==> src/rtl/feature_bram_writer_pkg.sv <==
// Shared types and helpers for the feature BRAM write port: state encoding,
// default pixel geometry and the bit-width helper used to size counters.
package feature_bram_writer_pkg;

    localparam int DEF_IN_WIDTH    = 8;
    localparam int DEF_KERNEL_SIZE = 5;

    typedef enum logic [1:0] {
        ST_IDLE = 2'd0,
        ST_FILL = 2'd1,
        ST_DONE = 2'd2
    } state_t;

    // Number of bits needed to hold the value `depth` itself (32 -> 6, 5 -> 3).
    function automatic int clogb2(input int depth);
        int n;
        n = 0;
        for (int i = 0; i < 31; i++) begin
            if (depth >= (1 << i)) begin
                n = i + 1;
            end
        end
        return n;
    endfunction

endpackage

==> src/rtl/feature_bram_writer_pixel_lane_packer.sv <==
// Packs a serial pixel stream into KERNEL_SIZE-lane words, lane 0 in the LSBs.
// A word completes on the last lane or on pix_last; unfilled lanes read as zero.
module pixel_lane_packer
    import feature_bram_writer_pkg::*;
#(
    parameter int IN_WIDTH    = DEF_IN_WIDTH,
    parameter int KERNEL_SIZE = DEF_KERNEL_SIZE
) (
    input  logic                            clk,
    input  logic                            rst,
    input  logic                            clear,
    input  logic                            accept,
    input  logic [IN_WIDTH-1:0]             pix_data,
    input  logic                            pix_last,
    output logic                            word_valid,
    output logic [KERNEL_SIZE*IN_WIDTH-1:0] word
);

    localparam int KW = KERNEL_SIZE * IN_WIDTH;
    localparam int LW = clogb2(KERNEL_SIZE);
    localparam logic [LW-1:0] LAST_LANE = LW'(KERNEL_SIZE - 1);

    logic [LW-1:0] r_lane;
    logic [KW-1:0] r_lanes;
    logic [KW-1:0] w_pix_placed;

    always_comb begin
        w_pix_placed = '0;
        for (int i = 0; i < KERNEL_SIZE; i++) begin
            if (r_lane == LW'(i)) begin
                w_pix_placed[i*IN_WIDTH +: IN_WIDTH] = pix_data;
            end
        end
    end

    // Lanes above r_lane are always zero in r_lanes, so OR-ing in the new pixel
    // yields the zero-filled word for an early pix_last as well.
    assign word_valid = accept && (pix_last || (r_lane == LAST_LANE));
    assign word       = r_lanes | w_pix_placed;

    always_ff @(posedge clk) begin
        if (!rst || clear) begin
            r_lane  <= '0;
            r_lanes <= '0;
        end else if (accept) begin
            if (word_valid) begin
                r_lane  <= '0;
                r_lanes <= '0;
            end else begin
                r_lane  <= r_lane + LW'(1);
                r_lanes <= word;
            end
        end
    end

endmodule

==> src/rtl/feature_bram_writer.sv <==
// Feature BRAM load port: packs the pixel stream into words, writes them to
// consecutive addresses from 0, and pulses load_done when the load ends.
module feature_bram_writer
    import feature_bram_writer_pkg::*;
#(
    parameter int IN_WIDTH    = DEF_IN_WIDTH,
    parameter int KERNEL_SIZE = DEF_KERNEL_SIZE,
    parameter int IMAGE       = 32,
    parameter int NUM_WORDS   = 32
) (
    input  logic                            clk,
    input  logic                            rst,
    input  logic                            start,
    input  logic                            pix_valid,
    input  logic [IN_WIDTH-1:0]             pix_data,
    input  logic                            pix_last,
    output logic                            pix_ready,
    output logic                            bram_we,
    output logic [clogb2(IMAGE)-1:0]        bram_addr,
    output logic [KERNEL_SIZE*IN_WIDTH-1:0] bram_data,
    output logic                            busy,
    output logic                            load_done
);

    localparam int AW  = clogb2(IMAGE);
    localparam int AW1 = AW + 1;
    localparam int DW  = KERNEL_SIZE * IN_WIDTH;
    localparam logic [AW:0] LAST_WORD = AW1'(NUM_WORDS - 1);

    state_t          r_state;
    logic [AW:0]     r_word_cnt;
    logic            r_final;
    logic            r_pix_ready;
    logic            r_bram_we;
    logic [AW-1:0]   r_bram_addr;
    logic [DW-1:0]   r_bram_data;
    logic            r_busy;
    logic            r_load_done;

    logic            w_accept;
    logic            w_clear;
    logic            w_word_valid;
    logic [DW-1:0]   w_word;

    assign w_accept = pix_valid && r_pix_ready;
    assign w_clear  = (r_state != ST_FILL);

    pixel_lane_packer #(
        .IN_WIDTH    (IN_WIDTH),
        .KERNEL_SIZE (KERNEL_SIZE)
    ) u_packer (
        .clk        (clk),
        .rst        (rst),
        .clear      (w_clear),
        .accept     (w_accept),
        .pix_data   (pix_data),
        .pix_last   (pix_last),
        .word_valid (w_word_valid),
        .word       (w_word)
    );

    // r_final marks the strobe that ends the load; the FSM leaves FILL right after it.
    always_ff @(posedge clk) begin
        if (!rst) begin
            r_state     <= ST_IDLE;
            r_word_cnt  <= '0;
            r_final     <= 1'b0;
            r_pix_ready <= 1'b0;
            r_bram_we   <= 1'b0;
            r_bram_addr <= '0;
            r_bram_data <= '0;
            r_busy      <= 1'b0;
            r_load_done <= 1'b0;
        end else begin
            r_bram_we   <= 1'b0;
            r_load_done <= 1'b0;
            case (r_state)
                ST_IDLE: begin
                    if (start) begin
                        r_state     <= ST_FILL;
                        r_busy      <= 1'b1;
                        r_pix_ready <= 1'b1;
                        r_word_cnt  <= '0;
                        r_final     <= 1'b0;
                    end
                end
                ST_FILL: begin
                    if (r_bram_we && r_final) begin
                        r_state     <= ST_DONE;
                        r_pix_ready <= 1'b0;
                        r_busy      <= 1'b0;
                        r_load_done <= 1'b1;
                    end else if (w_word_valid) begin
                        r_bram_we   <= 1'b1;
                        r_bram_addr <= r_word_cnt[AW-1:0];
                        r_bram_data <= w_word;
                        r_word_cnt  <= r_word_cnt + AW1'(1);
                        r_final     <= pix_last || (r_word_cnt == LAST_WORD);
                    end
                end
                ST_DONE: begin
                    r_state <= ST_IDLE;
                end
                default: begin
                    r_state <= ST_IDLE;
                end
            endcase
        end
    end

    assign pix_ready = r_pix_ready;
    assign bram_we   = r_bram_we;
    assign bram_addr = r_bram_addr;
    assign bram_data = r_bram_data;
    assign busy      = r_busy;
    assign load_done = r_load_done;

endmodule

==> config.mk <==
export PLATFORM = sky130hd
export DESIGN_NAME = feature_bram_writer
export DESIGN_NICKNAME = d
export VERILOG_FILES = /design/src/rtl/feature_bram_writer_pkg.sv /design/src/rtl/feature_bram_writer_pixel_lane_packer.sv /design/src/rtl/feature_bram_writer.sv
export SDC_FILE = /design/constraint.sdc
export NUM_CORES = 1
export LEC_CHECK = 0
export BUFFER_PORTS_ARGS = -buffer_cell sky130_fd_sc_hd__buf_4
export CAP_MARGIN = 20
export CORE_AREA = 2 2 91 93
export DETAILED_ROUTE_END_ITERATION = 10
export DIE_AREA = 0 0 93 95
export PLACE_DENSITY_LB_ADDON = 0.12
export SETUP_SLACK_MARGIN = 0.1
export SLEW_MARGIN = 30
export SYNTH_ARGS = -nofsm -noshare
export SYNTH_HDL_FRONTEND = slang
export SYNTH_HIERARCHICAL = 1
export SYNTH_SLANG_ARGS = --single-unit
==> constraint.sdc <==
create_clock -name clk -period 2.5 [get_ports clk]
set_input_delay 0.5 -clock clk [delete_from_list [all_inputs] [get_ports clk]]
set_output_delay 0.5 -clock clk [all_outputs]
set_load 0.03 [all_outputs]
==> results.cfg <==
[outcome]
status = completed

[power]
clkPwrFrac_pct = 34.3
p_int_mw = 2.08
comb_power_share_pct = 6.0
power_mw = 2.74
pwr_density_cell_mw_per_mm2 = 566
p_sw_share_pct = 23.9
switching_power_mw = 0.655
peakVddDrop_mv = 0.298
p_leak_nw = 2.06
p_seq_share_pct = 59.7

[run]
maxCapViolCount = 0

[global_route]
grt_max_degree = 32
grt_pass1_wl_um = 14900
antenna_found_initial = 0
grt-ovfl-total = 0
grt_pass1_vias = 3082
grt_usage_pct = 21.1

[logic_synthesis]
ys_seq_elements = 102
syn_inst = 476
synth_fp_nets = 495
synth_seq_area_share_pct = 48.2
synth_area_mm2 = 0.00424
synth_edf_count = 0
ys.flop_type = dfxtp_1
ys_warn_count = 6
ys_types = 43
async_flop_share_pct = 0
syn_area_per_cell_um2 = 8.91

[layout]
antenna-diode-count = 0
areaGrowthSynthToFinish_pct = 14.2
fin_cells = 623
final_layout_size_suffix_gt1_share_pct = 19.7
num-nets-final = 532

[placement]
placedCellCount = 607
io_buffers = 62
gp_congestion = 0.782
post-dp-hpwl_um = 6000

[routing]
dr.pass1.iters = 4
antenna_left = 0
vias_per_cell = 5.26
drt_iter0_drc = 144
drt-total-wl_um = 8920
drc = 0
vias = 3276
routedWlPerCell_um = 14.3

[clocking]
clkSinkCount = 102
cts-htree-levels = 3
cts_tree = yes
postCtsHoldBufs = 0
clk_pin_slew_ns = 0.10
insertion_delay_ns = 0.35
cts-root-buf = clkbuf_8
ctsLongestPathBuffers = 2
numCtsBuffers = 9
ctsResizeCount = 0
post_cts_buffers = 0

[floorplan]
num_io_pins = 63
rows = 33
fp.coreArea_mm2 = 0.00793
initial_core_util_pct = 53.5
dieArea_mm2 = 0.00884
die_y_um = 95
die_x_um = 93

[timing]
rsz0062_at_grt = false
finalClockSkew_ns = 0.0164
max_freq_mhz = 487
timing.final.crit_share_pct = 82.2
worstMarginPinSlew_ns = 0.660
period_needed_ns = 2.05
setup_tns_ns = 0
slew_viol_final = 0
hold_violations = 0
holdWs_ns = 0.432
setup-violations-final = 0
relSlewSlack_pct = 55.9

[setup_path]
path_max_fanout = 26
cp_data_required_time_ns = 2.79
endpoint_kind = flop
worstSetupStartpointType = flop
cp.arrival_ns = 2.34
critPathKind = flop to flop

[min_path]
hp-class = input port to flop
layout make-up:
type | count | area, um2
timing repair buffer | 71 | 546
tap | 105 | 131
sequential | 102 | 2040
clock inverter | 4 | 32.5
fill | 740 | 3090
multi-input combinational | 325 | 1930
clock buffer | 12 | 145
inverter | 4 | 15.0
cell usage after synthesis (2+ instances only):
cell type | instances | area, um2
dfxtp_1 | 102 | 2040
nand2_1 | 101 | 379
a21boi_0 | 46 | 345
a21o_1 | 40 | 300
nor2_1 | 35 | 131
clkbuf_1 | 29 | 109
a31oi_1 | 24 | 150
a21oi_1 | 17 | 85.1
nor2_4 | 10 | 113
buf_6 | 8 | 90.1
and2_1 | 7 | 43.8
ha_1 | 6 | 75.1
and3_1 | 4 | 25.0
buf_2 | 4 | 20.0
nor2b_1 | 4 | 25.0
inv_1 | 3 | 11.3
o21ai_0 | 3 | 15.0
xnor2_1 | 3 | 26.3
a21boi_1 | 2 | 15.0
buf_4 | 2 | 15.0
mux2i_1 | 2 | 20.0
nand3_1 | 2 | 10.0
nand4_1 | 2 | 12.5
cells by family after synthesis:
| kind of cell | Yosys count | synth area share (%) |
|---|---|---|
| fa+ha+maj | 6 | 1.77 |
| xor+xnor | 4 | 0.827 |
| mux | 2 | 0.472 |
| flops | 102 | 48.2 |
| compound gates | 136 | 22.4 |
| simple gates | 177 | 19.9 |
| buf+inv | 49 | 6.43 |
power groups by stage:
stage                     registers (mW)  logic (mW)  clock network (mW)
after floorplan                     1.68       0.119                   0
after global placement              1.67       0.163                   0
after detailed placement            1.67       0.164                   0
after CTS                           1.63       0.165               0.967
after global routing                1.64       0.178                1.04
final                               1.63       0.165               0.939
critical path, stage by stage (launching register included):
cell	delay (ns)
dfxtp_1	0.36
inv_1	0.09
ha_1	0.37
and2_1	0.21
o21a_1	0.21
and3_1	0.20
buf_4	0.28
nand2_1	0.10
a21boi_0	0.16
worst paths after layout:
check | to | startpoint | depth (start not counted) | slack [ns]
min | r_final | pix_last | 2 | 0.43
min reg2reg | bram_data[10] | bram_data[10] | 2 | 0.46
max reg2reg | bram_data[15] | u_packer/r_lane[0] | 8 | 0.45
max | bram_data[15] | u_packer/r_lane[0] | 8 | 0.45
metal layers:
layer	up-vias	global-route usage (%)	wire (um)
met5	-	0	0
li1	1663	-	-
met3	6	3.19	338
met4	0	7.97	92
met2	57	33.7	4100
met1	1550	29.1	4390
cells in the final DEF, fill, tap and decap left out, types with 2 or more instances in the layout:
master,instances
a21o_1,40
buf_4,70
clkinv_4,2
clkbuf_1,2
mux2i_1,2
a21boi_0,46
nor2b_1,4
and2_1,7
nand2_1,101
a31oi_1,24
o21ai_0,3
nor2_1,35
a21boi_1,2
nand3_1,2
nor2_4,10
inv_1,3
dfxtp_1,102
clkinvlp_4,2
ha_1,6
clkbuf_8,10
a21oi_1,17
xnor2_1,3
nand4_1,2
and3_1,4
through the flow:
step           utilization (%)  area, um2  setup WS, ns
5_1_grt                   61.1       4840         0.194
4_1_cts                   61.1       4840         0.434
6_report                  61.1       4840         0.445
2_1_floorplan                -       4240         0.355
3_3_place_gp              58.8       4660         0.445
3_5_place_dp              58.8       4660         0.416
flip-flops by register name, indices dropped and copies added, names as in the netlist:
signal,flops
r_word_cnt,7
u_packer/r_lane,3
r_final,1
bram_addr,6
load_done,1
bram_data,40
u_packer/r_lanes,40
bram_we,1
r_state,2
busy,1
No activity file was read; power rests on OpenSTA's default activity.
